[src/rtl/binary_search_8bit_if.sv]
// Comparator-side bundle for binary_search_8bit.
// master: the search engine (drives trial/status, consumes start and flags).
// slave : the environment (drives start and comparator flags, observes results).
interface binary_search_8bit_if #(
    parameter int WIDTH = 8
);
    logic             start;
    logic             cmp_lt;
    logic             cmp_gt;
    logic             cmp_eq;
    logic [WIDTH-1:0] trial;
    logic             busy;
    logic             done;
    logic [WIDTH-1:0] result;
    logic             error;

    modport master (
        input  start, cmp_lt, cmp_gt, cmp_eq,
        output trial, busy, done, result, error
    );

    modport slave (
        output start, cmp_lt, cmp_gt, cmp_eq,
        input  trial, busy, done, result, error
    );
endinterface

[src/rtl/binary_search_8bit.sv]
// Successive-approximation search engine driving an external magnitude
// comparator. Each SEARCH cycle presents acc | (1<<k) as the trial and keeps
// or drops bit k depending on the comparator answer.
// Optional feature macro: BINARY_SEARCH_EARLY_EXIT_EN -- when defined, an
// equal answer ends the search on that compare; otherwise every search runs
// exactly WIDTH compares.
module binary_search_8bit #(
    parameter int WIDTH = 8
) (
    input  logic                   clock,
    input  logic                   reset,
    binary_search_8bit_if.master   bus
);
    localparam int KW = (WIDTH > 1) ? $clog2(WIDTH) : 1;

    typedef enum logic [1:0] {
        IDLE   = 2'd0,
        SEARCH = 2'd1,
        DONE   = 2'd2
    } state_t;

    state_t           state_q, state_d;
    logic [WIDTH-1:0] acc_q, acc_d;
    logic [WIDTH-1:0] result_q, result_d;
    logic [KW-1:0]    k_q, k_d;
    logic             error_q, error_d;

    logic [WIDTH-1:0] bit_mask;
    logic [WIDTH-1:0] trial_w;
    logic [WIDTH-1:0] acc_upd;
    logic             one_hot;
    logic             keep_bit;
    logic             early_exit;

    // Datapath helpers: current trial bit, trial value and the accumulator
    // as it would look after this compare.
    always_comb begin
        bit_mask = {{(WIDTH-1){1'b0}}, 1'b1} << k_q;
        trial_w  = (state_q == SEARCH) ? (acc_q | bit_mask) : '0;
        one_hot  = ({bus.cmp_lt, bus.cmp_gt, bus.cmp_eq} == 3'b100) ||
                   ({bus.cmp_lt, bus.cmp_gt, bus.cmp_eq} == 3'b010) ||
                   ({bus.cmp_lt, bus.cmp_gt, bus.cmp_eq} == 3'b001);
        // trial <= target means the target has this bit set
        keep_bit = bus.cmp_lt | bus.cmp_eq;
        acc_upd  = keep_bit ? (acc_q | bit_mask) : acc_q;
`ifdef BINARY_SEARCH_EARLY_EXIT_EN
        early_exit = bus.cmp_eq;
`else
        early_exit = 1'b0;
`endif
    end

    // Next-state and register-update logic for the search FSM.
    always_comb begin
        state_d  = state_q;
        acc_d    = acc_q;
        result_d = result_q;
        k_d      = k_q;
        error_d  = error_q;
        case (state_q)
            IDLE: begin
                if (bus.start) begin
                    acc_d   = '0;
                    k_d     = KW'(WIDTH - 1);
                    error_d = 1'b0;
                    state_d = SEARCH;
                end
            end
            SEARCH: begin
                if (!one_hot) begin
                    // Inconsistent comparator answer: abandon with a flagged zero.
                    error_d  = 1'b1;
                    result_d = '0;
                    state_d  = DONE;
                end else begin
                    acc_d = acc_upd;
                    if (early_exit) begin
                        result_d = trial_w;
                        state_d  = DONE;
                    end else if (k_q == '0) begin
                        result_d = acc_upd;
                        state_d  = DONE;
                    end else begin
                        k_d = k_q - 1'b1;
                    end
                end
            end
            DONE: begin
                state_d = IDLE;
            end
            default: begin
                state_d = IDLE;
            end
        endcase
    end

    // State registers with asynchronous active-low clear.
    always_ff @(posedge clock or negedge reset) begin
        if (!reset) begin
            state_q  <= IDLE;
            acc_q    <= '0;
            result_q <= '0;
            k_q      <= '0;
            error_q  <= 1'b0;
        end else begin
            state_q  <= state_d;
            acc_q    <= acc_d;
            result_q <= result_d;
            k_q      <= k_d;
            error_q  <= error_d;
        end
    end

    // Outputs are decoded from registers only, so reset zeroes them at once.
    always_comb begin
        bus.trial  = trial_w;
        bus.busy   = (state_q == SEARCH);
        bus.done   = (state_q == DONE);
        bus.result = result_q;
        bus.error  = error_q;
    end
endmodule
[src/flat_wrapper.sv]
// flat-port wrapper written by rule: the top's interface ports become plain ports
module binary_search_8bit_flat 
#(
    parameter int WIDTH = 8
)
  (clock, reset, bus_start, bus_cmp_lt, bus_cmp_gt, bus_cmp_eq, bus_trial, bus_busy, bus_done, bus_result, bus_error);
  binary_search_8bit_if #(.WIDTH(WIDTH)) bus_i ();
  input  logic clock;
  input  logic reset;
  input wire logic [$bits(bus_i.start)-1:0] bus_start;
  input wire logic [$bits(bus_i.cmp_lt)-1:0] bus_cmp_lt;
  input wire logic [$bits(bus_i.cmp_gt)-1:0] bus_cmp_gt;
  input wire logic [$bits(bus_i.cmp_eq)-1:0] bus_cmp_eq;
  output wire logic [$bits(bus_i.trial)-1:0] bus_trial;
  output wire logic [$bits(bus_i.busy)-1:0] bus_busy;
  output wire logic [$bits(bus_i.done)-1:0] bus_done;
  output wire logic [$bits(bus_i.result)-1:0] bus_result;
  output wire logic [$bits(bus_i.error)-1:0] bus_error;
  assign bus_i.start = bus_start;
  assign bus_i.cmp_lt = bus_cmp_lt;
  assign bus_i.cmp_gt = bus_cmp_gt;
  assign bus_i.cmp_eq = bus_cmp_eq;
  assign bus_trial = bus_i.trial;
  assign bus_busy = bus_i.busy;
  assign bus_done = bus_i.done;
  assign bus_result = bus_i.result;
  assign bus_error = bus_i.error;
  binary_search_8bit #(.WIDTH(WIDTH)) u_core (.clock(clock), .reset(reset), .bus(bus_i));
endmodule
[config.mk]
export PLATFORM = sky130hd
export DESIGN_NAME = binary_search_8bit_flat
export DESIGN_NICKNAME = d
export VERILOG_FILES = /design/src/rtl/binary_search_8bit_if.sv /design/src/rtl/binary_search_8bit.sv /design/src/flat_wrapper.sv
export SDC_FILE = /design/constraint.sdc
export NUM_CORES = 1
export LEC_CHECK = 0
export ABC_AREA = 1
export ABC_CLOCK_PERIOD_IN_PS = 3300
export BUFFER_PORTS_ARGS = -buffer_cell sky130_fd_sc_hd__clkbuf_2
export CORE_MARGIN = 1.5
export CORE_UTILIZATION = 40
export DETAILED_ROUTE_END_ITERATION = 12
export PLACE_DENSITY = 0.66
export SYNTH_ARGS = -nofsm -noshare
export SYNTH_HDL_FRONTEND = slang
export SYNTH_SLANG_ARGS = --single-unit
[constraint.sdc]
create_clock -name clock -period 3.3 [get_ports clock]
set_input_delay 0.495 -clock clock [delete_from_list [all_inputs] [get_ports clock]]
set_output_delay 0.495 -clock clock [all_outputs]
set_load 0.05 [all_outputs]
== Word level (Yosys, flattened, before mapping) ==
Index checks and enable logic that the tools add are counted.
Word-level totals
  bits in registers: 22
  bits of input ports: 6
  output and inout bits: 19
  word-level logic and storage cells: 48
Cells by class
  add/subtract/negate cells: 1
  eq/ne operators: 11
  shifts and indexed selects: 1
  multiplexer cells: 18
  bitwise operators: 2
  reduce and logical (&&, ||, !) cells: 10
Operators by type and width (number)
  $mux W8: 6
  $pmux W8 S2: 1
  $mux W3: 3
  $ne A2 B2 Y1 const B: 4
  $or A8 B8 Y8: 1
  $shl A1 B3 Y8 const A: 1
  $mux W2: 3
  $pmux W3 S2: 1
  $reduce_and A3 Y1: 2
  $pmux W2 S2: 1
  $reduce_and A2 Y1: 2
  $reduce_and A4 Y1: 1
  $eq A3 B1 Y1 const B: 1
  $eq A3 B2 Y1 const B: 1
  $eq A3 B3 Y1 const B: 1
  $logic_not A3 Y1: 1
  $ne A3 B3 Y1 const B: 1
  $sub A3 B1 Y3 const B: 1
  $eq A2 B1 Y1 const B: 1
  $eq A2 B2 Y1 const B: 1
  $logic_not A2 Y1: 1
  $logic_or A1 B1 Y1: 2
  $mux W1: 2
  $ne A2 B1 Y1 const B: 1
  other kinds (3): 3

== Logic depth before layout (Yosys ltp) ==
  word-level depth: 5
  mapped depth: 9
  depth with buffers taken out: 9

== Worst setup path before layout ==
OpenSTA, ideal clock, no wires.
  path type: register -> output
  from: reg u_core.k_q[0]
  to: out bus_trial[4]
  arrival: 1512 ps
  data required time: 2805 ps
  slack: 1293 ps
  cell stages (with the launch flop): 5
  path buffers: 0
  path through: dfrtp_1 > inv_1 > ha_1 > nand2_1 > a21oi_1
Between the ends
  cells in the longest elaborated chain, start to end: 3
Ends and longest elaborated chain
  from (decl): line binary_search_8bit.sv:25  | logic [KW-1:0] k_q, k_d;
  from (signal assigned): line binary_search_8bit.sv:109  | k_q <= k_d;
  $shl A1 B3 Y8: line binary_search_8bit.sv:38  | bit_mask = {{(WIDTH-1){1'b0}}, 1'b1} << k_q;
  $or A8 B8 Y8: line binary_search_8bit.sv:39  | trial_w = (state_q == SEARCH) ? (acc_q | bit_mask) : '0;
  $mux W8: line binary_search_8bit.sv:39
  to (decl): line flat_wrapper.sv:14  | output wire logic [$bits(bus_i.trial)-1:0] bus_trial;
Every way passes these cells.

== Worst setup path in the final report ==
  from: reg u_core.k_q[0]
  to: out bus_trial[0]
Same word-level chain as after synthesis.

==> summary by stage <==
Route
Once detail routing completed, the nets flagged for antenna violations numbered 0. The ratio of routed vias to standard cells is 4.517. The routed length per placed instance is 11.56 um.

The DRC violation count after routing is 0. The routed length on met2 is 1.300 mm. The pre-antenna-repair detailed-routing pass consisted of 4 iterations. The post-route met1 wirelength is 1.359 mm.

The number of DRC markers in iteration 0 is 56. After detailed routing, no signal wire sits above met4. The total routed wirelength is 2.775 mm. The total vias in the final route is 1084. The routed design uses 77 um of met3 wire.

STA
The highest clock frequency the design can meet is 0.4696 GHz. The worst pin sits at a relative slew slack of 0.6188. The count of pins over their slew limit is 0. The final setup TNS is 0 ns. The pin slew with the least headroom to its limit is 0.5717 ns.

The final worst-path cycle share is 0.6454. Setup violations remaining at the end of the flow were counted as 0. The final setup skew is 0.008378 ns. The final critical path time including I/O delays and setup is 2.130 ns. Setup repair after global routing left no endpoint under its margin. The number of failing hold endpoints at the final stage was 0.

Power
The reported leakage power is 0.8566 nW. Across the VDD grid, the largest voltage drop is 270.6 uV. In this run the power density over the cells is 897.1 nW/um^2.

The completed layout was analyzed and its total power is 0.001333 W.

CTS
Once the clock tree was built, the setup fixing pass inserted 0 buffers. The clock tree buffer depth is 2. After clock tree synthesis, the repair step resized 0 gates.

The TritonCTS clock tree is done. The number of clock buffers inserted by TritonCTS is 3. The root buffer cell is sky130_fd_sc_hd__clkbuf_4. The count of H-tree levels built during CTS is 1. The clock net in this run drives a total of 22 sinks.

The clock latency reported for the late side of the worst-skew pair is 0.32 ns. The number of buffers inserted for hold repair after clock tree synthesis is 0. The clock-pin slew of the registers on the worst-case setup and hold paths is 0.13 ns.

Global route
The number of antenna violations at the first check in global routing was 0. The number of global-route vias before repair came to 1044. The first global-routing pass estimated 4.609 mm of wire. The overflow left after global routing is 0. The global-route total usage across every layer is 0.1729.

The largest net degree at the start of global routing is 23.

Yosys
Averaged over all synthesized cells, the footprint is 7.573 sq um. The share of the synthesized area in the top cell type is 0.4227. The post-synthesis cell area is 1302 sq um. In the synthesized netlist, the number of instances is 172. The synthesis warning total is 0. The synthesized design spends more area on one cell type than any other, namely sky130_fd_sc_hd__dfrtp_1. The number of nets in the synthesized netlist is 183.

The sequential area share after synthesis is 0.4227. In the post-synthesis netlist, the biggest area contributors are sky130_fd_sc_hd__dfrtp_1 42%, sky130_fd_sc_hd__nand2_1 19%, sky130_fd_sc_hd__inv_1 5.2%. The netlist uses 22 different library cells. In this run, synthesis produced a sequential element count of 22.

Die
The die area is 3608 sq um. The area of the placeable core is 3078 sq um. The number of placement rows is 20.

In this run the horizontal extent of the chip is 60.07 um. The vertical extent of the die is 60.07 um. For this design the top-level I/O count stands at 25. The initial cell density of the core is 0.4232.

Setup path
The worst setup path is captured at a primary output. The element type at the critical path start is a flip-flop. Data on the critical path is required at its endpoint by 2.80 ns. The critical path class is reg2out. The critical path data arrival time is 1.63 ns.

Along the worst path, the maximum fanout reaches 5. Measured in cells, the most critical reg-to-reg path has a length of 8.

Placed design
Counting tap cells, the placed design contains a total of 236 instances. The routability congestion estimate from global placement is 0.7887. The wire-length estimate of the detail-placed layout is 2.058 mm.

The count of input and output buffers is 24.

Hold path
The class of the tightest hold or removal check is in2async.

Layout
The post-layout net count is 208. The repair_antennas step left the layout with diodes totalling 0. For this run, the share of the core covered by cells in the final layout is 0.4829. The layout-stage area growth over the synthesis result is 14.12%. For this run, the number of standard cells in the final layout without fillers is 240. Of the cells placed in the final design, the portion with a size suffix greater than 1 is 0.2347.

Run status
The flow ran to the end, and the final reports show no timing, DRC or antenna violations.

Run
Max-cap violations in this run came to 0.
==> logic make-up after synthesis <==
family / count (synthesis) / share of synthesized area
buf+inv: 25 / 0.08164
flops: 22 / 0.4227
simple gates: 104 / 0.3804
fa+ha+maj: 5 / 0.04803
compound gates: 15 / 0.06051
xor+xnor: 1 / 0.006726
==> per-layer routing <==
layer / global-route usage / vias to the layer above
met5: 0 / -
met1: 0.2301 / 487
li1: - / 572
met3: 0.01948 / 5
met4: 0.06667 / 0
met2: 0.2857 / 20
==> critical path, cell delays in order (launching register included) <==
cell	delay, ns
sky130_fd_sc_hd__dfrtp_1	0.45
sky130_fd_sc_hd__inv_1	0.12
sky130_fd_sc_hd__ha_1	0.20
sky130_fd_sc_hd__nand2_1	0.10
sky130_fd_sc_hd__a21oi_2	0.14
sky130_fd_sc_hd__clkbuf_2	0.29
==> metrics by stage <==
stage | cell area [sq um] | setup WS [ns] | hold slack [ns]
after floorplan | 1303 | 1.293 | 0.1994
after global placement | 1450 | 1.571 | 0.4538
after detailed placement | 1450 | 1.540 | 0.4585
after CTS | 1486 | 1.160 | 0.1704
after global routing | 1486 | 1.025 | 0.1747
final | 1486 | 1.170 | 0.1431
==> placed cells by master, fill, tap and decap left out, types with 4 or more instances in the layout <==
cell,count
sky130_fd_sc_hd__ha_1,5
sky130_fd_sc_hd__nor2_1,7
sky130_fd_sc_hd__a21oi_1,7
sky130_fd_sc_hd__and2_1,5
sky130_fd_sc_hd__nand2_1,67
sky130_fd_sc_hd__nand3_1,11
sky130_fd_sc_hd__nand2_2,6
sky130_fd_sc_hd__inv_1,18
sky130_fd_sc_hd__clkbuf_2,24
sky130_fd_sc_hd__dfrtp_1,22
sky130_fd_sc_hd__o21ai_1,4
==> power by group <==
group	switching, W	internal [W]
Combinational	0.000565	0.000193
Clock	0.0000877	0.0000675
Sequential	0.0000686	0.000352
Total	0.000721	0.000613
==> synthesized netlist by cell type <==
cell type	count
sky130_fd_sc_hd__buf_4	1
sky130_fd_sc_hd__buf_2	1
sky130_fd_sc_hd__xnor2_1	1
sky130_fd_sc_hd__nand2_1	67
sky130_fd_sc_hd__nor2_1	7
sky130_fd_sc_hd__dfrtp_1	22
sky130_fd_sc_hd__nand3_1	11
sky130_fd_sc_hd__buf_6	1
sky130_fd_sc_hd__nand3_4	1
sky130_fd_sc_hd__clkbuf_1	1
sky130_fd_sc_hd__nand3_2	2
sky130_fd_sc_hd__nand2_4	3
sky130_fd_sc_hd__ha_1	5
sky130_fd_sc_hd__o21ai_0	3
sky130_fd_sc_hd__inv_1	18
sky130_fd_sc_hd__a21oi_1	7
sky130_fd_sc_hd__nand2_2	6
sky130_fd_sc_hd__o21ai_1	4
sky130_fd_sc_hd__nor2_4	2
sky130_fd_sc_hd__and2_1	5
sky130_fd_sc_hd__inv_2	3
sky130_fd_sc_hd__a21oi_2	1
==> cell type report <==
cell class                      count  area [sq um]
Clock buffer                        4         36.28
Fill cell                         327          1592
Inverter                           21         78.83
Multi-Input combinational cell    125         645.6
Sequential cell                    22         550.5
Tap cell                           44         55.05
Timing Repair Buffer               24         120.1
==> worst paths after layout <==
kind	startpoint	end	slack, ns
hold reg to reg	u_core.bus.result[4]	u_core.bus.result[4]	0.49
hold / removal	reset	u_core.bus.result[7]	0.14
min in group clock	u_core.bus.result[4]	u_core.bus.result[4]	0.49
setup reg to reg	u_core.k_q[0]	u_core.bus.result[3]	1.81
setup / recovery	u_core.k_q[0]	bus_trial[0]	1.17
max in group asynchronous	reset	u_core.k_q[2]	2.78
==> registers in the layout (all words and copies together), names as in the netlist <==
signal / count
u_core.state_q: 2
u_core.bus.result: 8
u_core.acc_q: 8
u_core.k_q: 3
u_core.bus.error: 1
(Power assumes the default switching activity.)
